## config.mk

```make
export PLATFORM = sky130hd
export DESIGN_NAME = multicycle_control_flat
export DESIGN_NICKNAME = d
export VERILOG_FILES = /design/src/rtl/multicycle_control_if.sv /design/src/rtl/multicycle_control.sv /design/src/flat_wrapper.sv
export SDC_FILE = /design/constraint.sdc
export NUM_CORES = 1
export LEC_CHECK = 0
export BUFFER_PORTS_ARGS = -buffer_cell sky130_fd_sc_hd__buf_4
export CORE_ASPECT_RATIO = 0.9
export CORE_MARGIN = 3
export CORE_UTILIZATION = 47
export DETAILED_ROUTE_END_ITERATION = 8
export HOLD_SLACK_MARGIN = 0.05
export PLACE_DENSITY = 0.79
export SLEW_MARGIN = 20
export SYNTH_ARGS = -nofsm -noshare
export SYNTH_HDL_FRONTEND = slang
export SYNTH_SLANG_ARGS = --single-unit
```

## constraint.sdc

```tcl
create_clock -name clk -period 2.3 [get_ports clk]
set_clock_uncertainty 0.05 [all_clocks]
set_input_delay 0.46 -clock clk [delete_from_list [all_inputs] [get_ports clk]]
set_output_delay 0.46 -clock clk [all_outputs]
set_load 0.01 [all_outputs]
```

## src/rtl/multicycle_control_if.sv

```systemverilog
// Instruction fields and status in from the datapath, control strobes and selects out to it.
// master: the control unit. slave: the datapath it steers.
interface multicycle_control_if;
  logic [6:0] op;
  logic [2:0] funct3;
  logic       funct7b5;
  logic       zero;

  logic       pcWrite;
  logic       adrSrc;
  logic       memWrite;
  logic       irWrite;
  logic       regWrite;
  logic [1:0] resultSrc;
  logic [1:0] aluSrcA;
  logic [1:0] aluSrcB;
  logic [1:0] immSrc;
  logic [2:0] aluControl;

  // Plain level signals, no valid/ready: every output is meaningful on every cycle.
  modport master (
    input  op, funct3, funct7b5, zero,
    output pcWrite, adrSrc, memWrite, irWrite, regWrite,
           resultSrc, aluSrcA, aluSrcB, immSrc, aluControl
  );

  modport slave (
    output op, funct3, funct7b5, zero,
    input  pcWrite, adrSrc, memWrite, irWrite, regWrite,
           resultSrc, aluSrcA, aluSrcB, immSrc, aluControl
  );
endinterface

```

## src/rtl/multicycle_control.sv

```systemverilog
// Main control FSM plus ALU and immediate decoders for the multicycle RV32I datapath.
// Moore control word is registered together with the state; write enables are gated by reset.
module multicycle_control #(
  parameter int STATE_W = 4
) (
  input  logic                clk,
  input  logic                reset,
  multicycle_control_if.master bus,
  output logic [STATE_W-1:0]  state
);

  typedef enum logic [3:0] {
    FETCH    = 4'd0,
    DECODE   = 4'd1,
    MEMADR   = 4'd2,
    MEMREAD  = 4'd3,
    MEMWB    = 4'd4,
    MEMWRITE = 4'd5,
    EXECUTER = 4'd6,
    ALUWB    = 4'd7,
    EXECUTEI = 4'd8,
    JAL      = 4'd9,
    BEQ      = 4'd10
  } state_t;

  typedef struct packed {
    logic       pcUpdate;
    logic       branch;
    logic       adrSrc;
    logic       memWrite;
    logic       irWrite;
    logic       regWrite;
    logic [1:0] resultSrc;
    logic [1:0] aluSrcA;
    logic [1:0] aluSrcB;
    logic [1:0] aluOp;
  } ctrl_t;

  localparam logic [6:0] OP_LW   = 7'b0000011;
  localparam logic [6:0] OP_SW   = 7'b0100011;
  localparam logic [6:0] OP_RALU = 7'b0110011;
  localparam logic [6:0] OP_IALU = 7'b0010011;
  localparam logic [6:0] OP_JAL  = 7'b1101111;
  localparam logic [6:0] OP_BEQ  = 7'b1100011;

  state_t curState;
  state_t nextState;
  ctrl_t  ctrlQ;

  function automatic ctrl_t controlFor(input state_t s);
    ctrl_t c;
    c = '0;
    case (s)
      FETCH: begin
        c.irWrite   = 1'b1;
        c.pcUpdate  = 1'b1;
        c.aluSrcB   = 2'b10;
        c.resultSrc = 2'b10;
      end
      DECODE: begin
        c.aluSrcA = 2'b01;
        c.aluSrcB = 2'b01;
      end
      MEMADR: begin
        c.aluSrcA = 2'b10;
        c.aluSrcB = 2'b01;
      end
      MEMREAD: begin
        c.adrSrc = 1'b1;
      end
      MEMWB: begin
        c.resultSrc = 2'b01;
        c.regWrite  = 1'b1;
      end
      MEMWRITE: begin
        c.adrSrc   = 1'b1;
        c.memWrite = 1'b1;
      end
      EXECUTER: begin
        c.aluSrcA = 2'b10;
        c.aluOp   = 2'b10;
      end
      EXECUTEI: begin
        c.aluSrcA = 2'b10;
        c.aluSrcB = 2'b01;
        c.aluOp   = 2'b10;
      end
      ALUWB: begin
        c.regWrite = 1'b1;
      end
      JAL: begin
        c.aluSrcA  = 2'b01;
        c.aluSrcB  = 2'b10;
        c.pcUpdate = 1'b1;
      end
      BEQ: begin
        c.aluSrcA = 2'b10;
        c.aluOp   = 2'b01;
        c.branch  = 1'b1;
      end
      default: c = '0;
    endcase
    return c;
  endfunction

  // Unknown opcodes fall back to FETCH from DECODE, so an illegal instruction costs two cycles.
  always_comb begin
    nextState = FETCH;
    case (curState)
      FETCH:  nextState = DECODE;
      DECODE: begin
        case (bus.op)
          OP_LW, OP_SW: nextState = MEMADR;
          OP_RALU:      nextState = EXECUTER;
          OP_IALU:      nextState = EXECUTEI;
          OP_JAL:       nextState = JAL;
          OP_BEQ:       nextState = BEQ;
          default:      nextState = FETCH;
        endcase
      end
      MEMADR:   nextState = bus.op[5] ? MEMWRITE : MEMREAD;
      MEMREAD:  nextState = MEMWB;
      MEMWB:    nextState = FETCH;
      MEMWRITE: nextState = FETCH;
      EXECUTER: nextState = ALUWB;
      EXECUTEI: nextState = ALUWB;
      JAL:      nextState = ALUWB;
      ALUWB:    nextState = FETCH;
      BEQ:      nextState = FETCH;
      default:  nextState = FETCH;
    endcase
  end

  always_ff @(posedge clk) begin
    if (reset) begin
      curState <= FETCH;
      ctrlQ    <= controlFor(FETCH);
    end else begin
      curState <= nextState;
      ctrlQ    <= controlFor(nextState);
    end
  end

  // zero arrives from the ALU in the BEQ cycle itself, so the branch term stays combinational.
  assign bus.pcWrite  = ~reset & (ctrlQ.pcUpdate | (ctrlQ.branch & bus.zero));
  assign bus.irWrite  = ~reset & ctrlQ.irWrite;
  assign bus.regWrite = ~reset & ctrlQ.regWrite;
  assign bus.memWrite = ~reset & ctrlQ.memWrite;

  assign bus.adrSrc    = ctrlQ.adrSrc;
  assign bus.resultSrc = ctrlQ.resultSrc;
  assign bus.aluSrcA   = ctrlQ.aluSrcA;
  assign bus.aluSrcB   = ctrlQ.aluSrcB;

  always_comb begin
    bus.immSrc = 2'b00;
    case (bus.op)
      OP_SW:   bus.immSrc = 2'b01;
      OP_BEQ:  bus.immSrc = 2'b10;
      OP_JAL:  bus.immSrc = 2'b11;
      default: bus.immSrc = 2'b00;
    endcase
  end

  // Subtract only for R-type with funct7b5 set; I-type funct3=000 is always addi.
  always_comb begin
    bus.aluControl = 3'b000;
    case (ctrlQ.aluOp)
      2'b01: bus.aluControl = 3'b001;
      2'b10: begin
        case (bus.funct3)
          3'b000:  bus.aluControl = (bus.op[5] & bus.funct7b5) ? 3'b001 : 3'b000;
          3'b010:  bus.aluControl = 3'b101;
          3'b110:  bus.aluControl = 3'b011;
          3'b111:  bus.aluControl = 3'b010;
          default: bus.aluControl = 3'b000;
        endcase
      end
      default: bus.aluControl = 3'b000;
    endcase
  end

  assign state = STATE_W'(curState);

endmodule

```

## src/flat_wrapper.sv

```systemverilog
// flat-port wrapper written by rule: the top's interface ports become plain ports
module multicycle_control_flat 
#(
  parameter int STATE_W = 4
)
  (clk, reset, state, bus_op, bus_funct3, bus_funct7b5, bus_zero, bus_pcWrite, bus_adrSrc, bus_memWrite, bus_irWrite, bus_regWrite, bus_resultSrc, bus_aluSrcA, bus_aluSrcB, bus_immSrc, bus_aluControl);
  multicycle_control_if bus_i ();
  input  logic clk;
  input  logic reset;
  output logic [STATE_W-1:0] state;
  input wire logic [$bits(bus_i.op)-1:0] bus_op;
  input wire logic [$bits(bus_i.funct3)-1:0] bus_funct3;
  input wire logic [$bits(bus_i.funct7b5)-1:0] bus_funct7b5;
  input wire logic [$bits(bus_i.zero)-1:0] bus_zero;
  output wire logic [$bits(bus_i.pcWrite)-1:0] bus_pcWrite;
  output wire logic [$bits(bus_i.adrSrc)-1:0] bus_adrSrc;
  output wire logic [$bits(bus_i.memWrite)-1:0] bus_memWrite;
  output wire logic [$bits(bus_i.irWrite)-1:0] bus_irWrite;
  output wire logic [$bits(bus_i.regWrite)-1:0] bus_regWrite;
  output wire logic [$bits(bus_i.resultSrc)-1:0] bus_resultSrc;
  output wire logic [$bits(bus_i.aluSrcA)-1:0] bus_aluSrcA;
  output wire logic [$bits(bus_i.aluSrcB)-1:0] bus_aluSrcB;
  output wire logic [$bits(bus_i.immSrc)-1:0] bus_immSrc;
  output wire logic [$bits(bus_i.aluControl)-1:0] bus_aluControl;
  assign bus_i.op = bus_op;
  assign bus_i.funct3 = bus_funct3;
  assign bus_i.funct7b5 = bus_funct7b5;
  assign bus_i.zero = bus_zero;
  assign bus_pcWrite = bus_i.pcWrite;
  assign bus_adrSrc = bus_i.adrSrc;
  assign bus_memWrite = bus_i.memWrite;
  assign bus_irWrite = bus_i.irWrite;
  assign bus_regWrite = bus_i.regWrite;
  assign bus_resultSrc = bus_i.resultSrc;
  assign bus_aluSrcA = bus_i.aluSrcA;
  assign bus_aluSrcB = bus_i.aluSrcB;
  assign bus_immSrc = bus_i.immSrc;
  assign bus_aluControl = bus_i.aluControl;
  multicycle_control #(.STATE_W(STATE_W)) u_core (.clk(clk), .reset(reset), .bus(bus_i), .state(state));
endmodule
```

# Yosys cells after proc, flatten, opt, wreduce, memory -nomap -nowiden

Index checks and enable logic that the tools add are counted.

Logic and storage cells: 75
Output and inout bits: 20
Bits in registers: 18
Bits of input ports: 14

Bitwise logic cells: 8
Mux-type cells: 17
Eq/ne operators: 27
Reductions and logical operators: 12

Operators by type and width:

| operator                                                         | number |
|---|---|
| 4-bit case mux with 5 select lines                               | 2 |
| 4-bit by 3-bit == test with 1-bit output (second input constant) | 5 |
| 4-bit == test (second input constant)                            | 5 |
| 4-bit by 2-bit == test with 1-bit output (second input constant) | 4 |
| 2-bit case mux with 2 select lines                               | 4 |
| 7-bit by 6-bit == test with 1-bit output (second input constant) | 2 |
| 7-bit == test (second input constant)                            | 2 |
| 3-bit case mux with 4 select lines                               | 1 |
| 2-bit OR reduction                                               | 6 |
| 4-bit by 1-bit == test with 1-bit output (second input constant) | 2 |
| 4-bit zero test                                                  | 2 |
| 7-bit by 2-bit == test with 1-bit output (second input constant) | 1 |
| 7-bit by 5-bit == test with 1-bit output (second input constant) | 1 |
| 1-bit two-way mux                                                | 7 |
| 1-bit AND                                                        | 6 |
| 3-bit == test (second input constant)                            | 2 |
| 2-bit case mux with 3 select lines                               | 1 |
| 3-bit case mux with 2 select lines                               | 1 |
| 3-bit OR reduction                                               | 2 |
| 4-bit OR reduction                                               | 1 |
| 3-bit by 2-bit == test with 1-bit output (second input constant) | 1 |
| 3-bit zero test                                                  | 1 |
| 3-bit two-way mux                                                | 1 |
| 2-bit by 1-bit == test with 1-bit output (second input constant) | 1 |
| other kinds (3)                                                  | 3 |

# Longest topological paths before layout

Depth in word-level cells: 7
Mapped depth: 7
Gate-level depth less buffers: 6

# Worst setup path after synthesis

No wires, ideal clock.

Path type: input -> register
From: input bus_op[2]
To: register u_core.ctrlQ[13] (netlist name)
Data arrival time: 1.540 ns
Required time: 2.130 ns
Path slack: 0.591 ns
Stages on the path: 5
Library setup time: 0.120 ns
Buffers on the path: 0
Cell sequence: and4bb_2 -> nand4_2 -> o311ai_4 -> nor2_2 -> a211o_1

Longest elaborated chain between the ends: 7
Elaborated cells on any way between the ends: 13
Those cells by class: 7 x eq/ne; 3 x mux; 3 x reduce/logical

Ends and longest elaborated chain:

| item                                                                                                 | RTL line                  | source |
|---|---|---|
| start: declaration                                                                                   | flat_wrapper.sv:11        | `input wire logic [$bits(bus_i.op)-1:0] bus_op;` |
| 7-bit by 2-bit == test with 1-bit output or 7-bit by 6-bit == test with 1-bit output (tied branches) | multicycle_control.sv:112 | `case (bus.op)` |
| 2-bit OR reduction                                                                                   | multicycle_control.sv:112 |  |
| 4-bit case mux with 5 select lines (*)                                                               | multicycle_control.sv:112 |  |
| 4-bit case mux with 5 select lines (*)                                                               | multicycle_control.sv:109 | `case (curState)` |
| 4-bit == test or 4-bit zero test (tied branches)                                                     | multicycle_control.sv:53  | `case (s)` |
| 2-bit OR reduction (no source line) (*)                                                              | -                         |  |
| 1-bit two-way mux (*)                                                                                | multicycle_control.sv:53  |  |
| end signal: assignment                                                                               | multicycle_control.sv:137 | `ctrlQ <= controlFor(FETCH);` |
| end signal: assignment                                                                               | multicycle_control.sv:140 | `ctrlQ <= controlFor(nextState);` |
| end: declaration                                                                                     | multicycle_control.sv:48  | `ctrl_t ctrlQ;` |

Every way passes the cells marked *; elsewhere a longest branch is shown, timed or not.
A chain may end at the register's enable or synchronous reset.

# Final worst setup path

From: register u_core.ctrlQ[0] (netlist name)
To: output bus_aluControl[2]

Longest elaborated chain between the ends: 2
Elaborated cells on any way between the ends: 3
Those cells by class: 2 x eq/ne; 1 x mux

Ends and longest elaborated chain:

| item                                                                      | RTL line                  | source |
|---|---|---|
| 2-bit == test or 2-bit by 1-bit == test with 1-bit output (tied branches) | multicycle_control.sv:168 | `case (ctrlQ.aluOp)` |
| 3-bit case mux with 2 select lines (*)                                    | multicycle_control.sv:168 |  |
| end: declaration                                                          | flat_wrapper.sv:24        | `output wire logic [$bits(bus_i.aluControl)-1:0] bus_aluControl;` |

Marked as above.

==> impl_metrics.ini <==
[clock_tree]
cts_hold_buffers = 0
h-tree-depth = 1
numCtsBuffers = 3
cts_tree = done
clk_path_buf_depth = 2
clkLatencyLatePin_ns = 0.29
cts-resized-gates = 0
cts.sink_count = 15
post-cts-setup-buffers = 0
cts-root-buf = clkbuf_4
path_clk_slew_ns = 0.09

[synthesis]
yosysTopAreaCell = dfxtp_1
synth-simple-area-share = 0.273
synth_top_area_share = 0.341
synth-adder-area-share = 0.0284
synthCells = 96
yosys-mux-area-fraction = 0
synth.distinct_cells = 44
async_reset_ff_frac = 0
avgSynthCellArea_um2 = 9.18
synth_top_family_by_area = simple AND/OR/NAND/NOR gates
ys_seq_area_frac = 0.341
yosys_warnings = 0
synthFlopType = dfxtp_1
ys_ff_latch = 15
syn-cell-area_um2 = 881
synth-xor-area-share = 0.00994
synthTopCellsByArea = dfxtp_1 34%, buf_4 5.1%, nor2_1 3.8%, inv_1 3.4%, o311ai_4 3.0%
synth_enable_flop_cells = 0
syn-num-nets = 112
synth_compound_area_frac = 0.247

[global_routing]
met3_usage = 0.0635
grt_max_degree = 13
grt_pass1_wl_um = 3290
grt.met1_usage = 0.220
grt_usage = 0.188
overflow = 0
antenna_found_initial = 0
grt_pass1_vias = 756
use_met2 = 0.327
top_usage_layer = met2

[cells_and_area]
diodes = 0
fin_util = 0.657
area_growth_pct = 28.0
multi_input_area_um2 = 492
layout-drive-gt1-share = 0.411
postLayoutCellArea_um2 = 1130
fillCellCount = 164
nets = 141
regArea_um2 = 300

[timing]
tightest_slew_ns = 0.590
grt_setup_unrepaired = false
hold_viol = 0
clock.fmax_ghz = 0.514
fin_tns_setup_ns = 0
period_needed_ns = 1.94
finalSetupViolCount = 0
slew_headroom = 0.602
post-route-period-util = 0.846
setup_slack_ns = 0.355
maxSlewViolCount = 0

[min_path]
holdPathEnd = u_core.state[3]
min_path_type = primary input to register
hold_depth = 2
min_from = reset

[worst_setup_path]
path_cells = inv_1 -> ha_1 -> nor4_1 -> buf_4
required_ns = 1.79
critPathKind = register to output pin
path_buf_inv = 2
worst_path_largest_cell_delay_ns = 0.36
reg2reg_from = u_core.state[0]
cpMaxStageDelayCell = dfxtp_1
r2r_slack_ns = 0.59
r2r_end = u_core.ctrlQ[13]
cp-end-kind = output pin
cp_max_fo = 3
arrival_ns = 1.43
startpoint_type = register
cp.depth = 4
ff2ff_path_depth = 5
critPathTopFamily = flip-flops

[placement]
dp_hpwl_um = 1650
place_congestion = 0.813
place_area_um2 = 1100
port_buffers = 33
dp_slack_ns = 0.342

[floorplan]
dieHeight_um = 47.1
dieArea_um2 = 2430
start_util = 0.513
coreArea_um2 = 1720
io_pins = 34
die_x_um = 51.6
rows = 14

[detailed_routing]
drc = 0
ant_nets = 0
viasPerCell = 5.35
wl_per_cell_um = 14.0
vias = 792
dr.pass1.iters = 4
first_iter_violations = 23
drt_wl_total_um = 2070

[power]
cellPowerDensity_nw_per_um2 = 465
leakage_uw = 0.000508
vdd_drop_max_mv = 0.380

[status]
outcome = finished clean

[flow_run]
cap_violations = 0
-- Yosys cell counts, types with 3 or more instances --
cell type,count
a21oi_1,3
buf_4,6
dfxtp_1,15
inv_1,8
nand2_1,5
nor2_1,9
nor2b_1,3
o21ai_0,4
-- cell families after synthesis --
| family | Yosys count |
|---|---|
| buffers and inverters | 17 |
| adders and majority gates | 2 |
| and+or+nand+nor | 38 |
| DFF | 15 |
| xor gates and xnor gates | 1 |
| AOI/OAI and AO/OA | 23 |
-- layer usage --
| metal | up-vias | part of all wire |
|---|---|---|
| met5 | - | 0 |
| met4 | 0 | 0.0063 |
| met3 | 2 | 0.077 |
| met2 | 33 | 0.50 |
| met1 | 357 | 0.42 |
| li1 | 400 | - |
-- through the flow --
step                power, uW  hold WS (ns)  std cells
floorplan                 344         0.483         96
global placement          382         0.587        144
detailed placement        385         0.597        144
CTS                       531         0.400        148
global route              552         0.412        148
finish                    524         0.404        148
-- registers in the layout (all words and copies together), names as in the netlist --
name / flops
u_core.bus.resultSrc: 1
u_core.bus.adrSrc: 1
u_core.bus.aluSrcA: 2
u_core.ctrlQ: 6
u_core.bus.aluSrcB: 1
u_core.state: 4
-- power breakdown --
| group | total (uW) | internal, uW | leakage (uW) | switching, uW |
|---|---|---|---|---|
| combinational | 100 | 52.7 | 0.000368 | 47.4 |
| sequential | 278 | 269 | 0.000123 | 8.96 |
| clock | 146 | 64.7 | 0.0000177 | 81.3 |
| total | 524 | 387 | 0.000508 | 138 |
-- worst max-delay path by stage --
stage                               start               endpoint  slack (ns)
final                     u_core.ctrlQ[0]      bus_aluControl[2]        0.36
after global routing      u_core.ctrlQ[0]      bus_aluControl[2]        0.28
after CTS                 u_core.ctrlQ[0]      bus_aluControl[2]        0.35
after detailed placement        bus_op[2]       u_core.ctrlQ[13]        0.34
after global placement          bus_op[2]  u_core.bus.aluSrcB[0]        0.37
after floorplan                 bus_op[2]       u_core.ctrlQ[13]        0.59
-- layout make-up --
type	instances	share of cell area
Timing Repair Buffer	33	0.220
Sequential cell	15	0.266
Tap cell	24	0.0266
Clock inverter	1	0.00444
Multi-Input combinational cell	64	0.436
Clock buffer	3	0.0200
Inverter	8	0.0266
-- layout by cell type (no fill, tap or decap), drive strengths merged, types with 3 or more instances in the layout --
cell	synthesis	final
clkbuf	1	3
nand2	5	5
inv	8	8
nand4	3	3
buf	8	33
nor2	10	10
a21oi	4	4
nand2b	3	3
o21ai	4	4
nor2b	3	3
dfxtp	15	15
(Power assumes the default switching activity.)
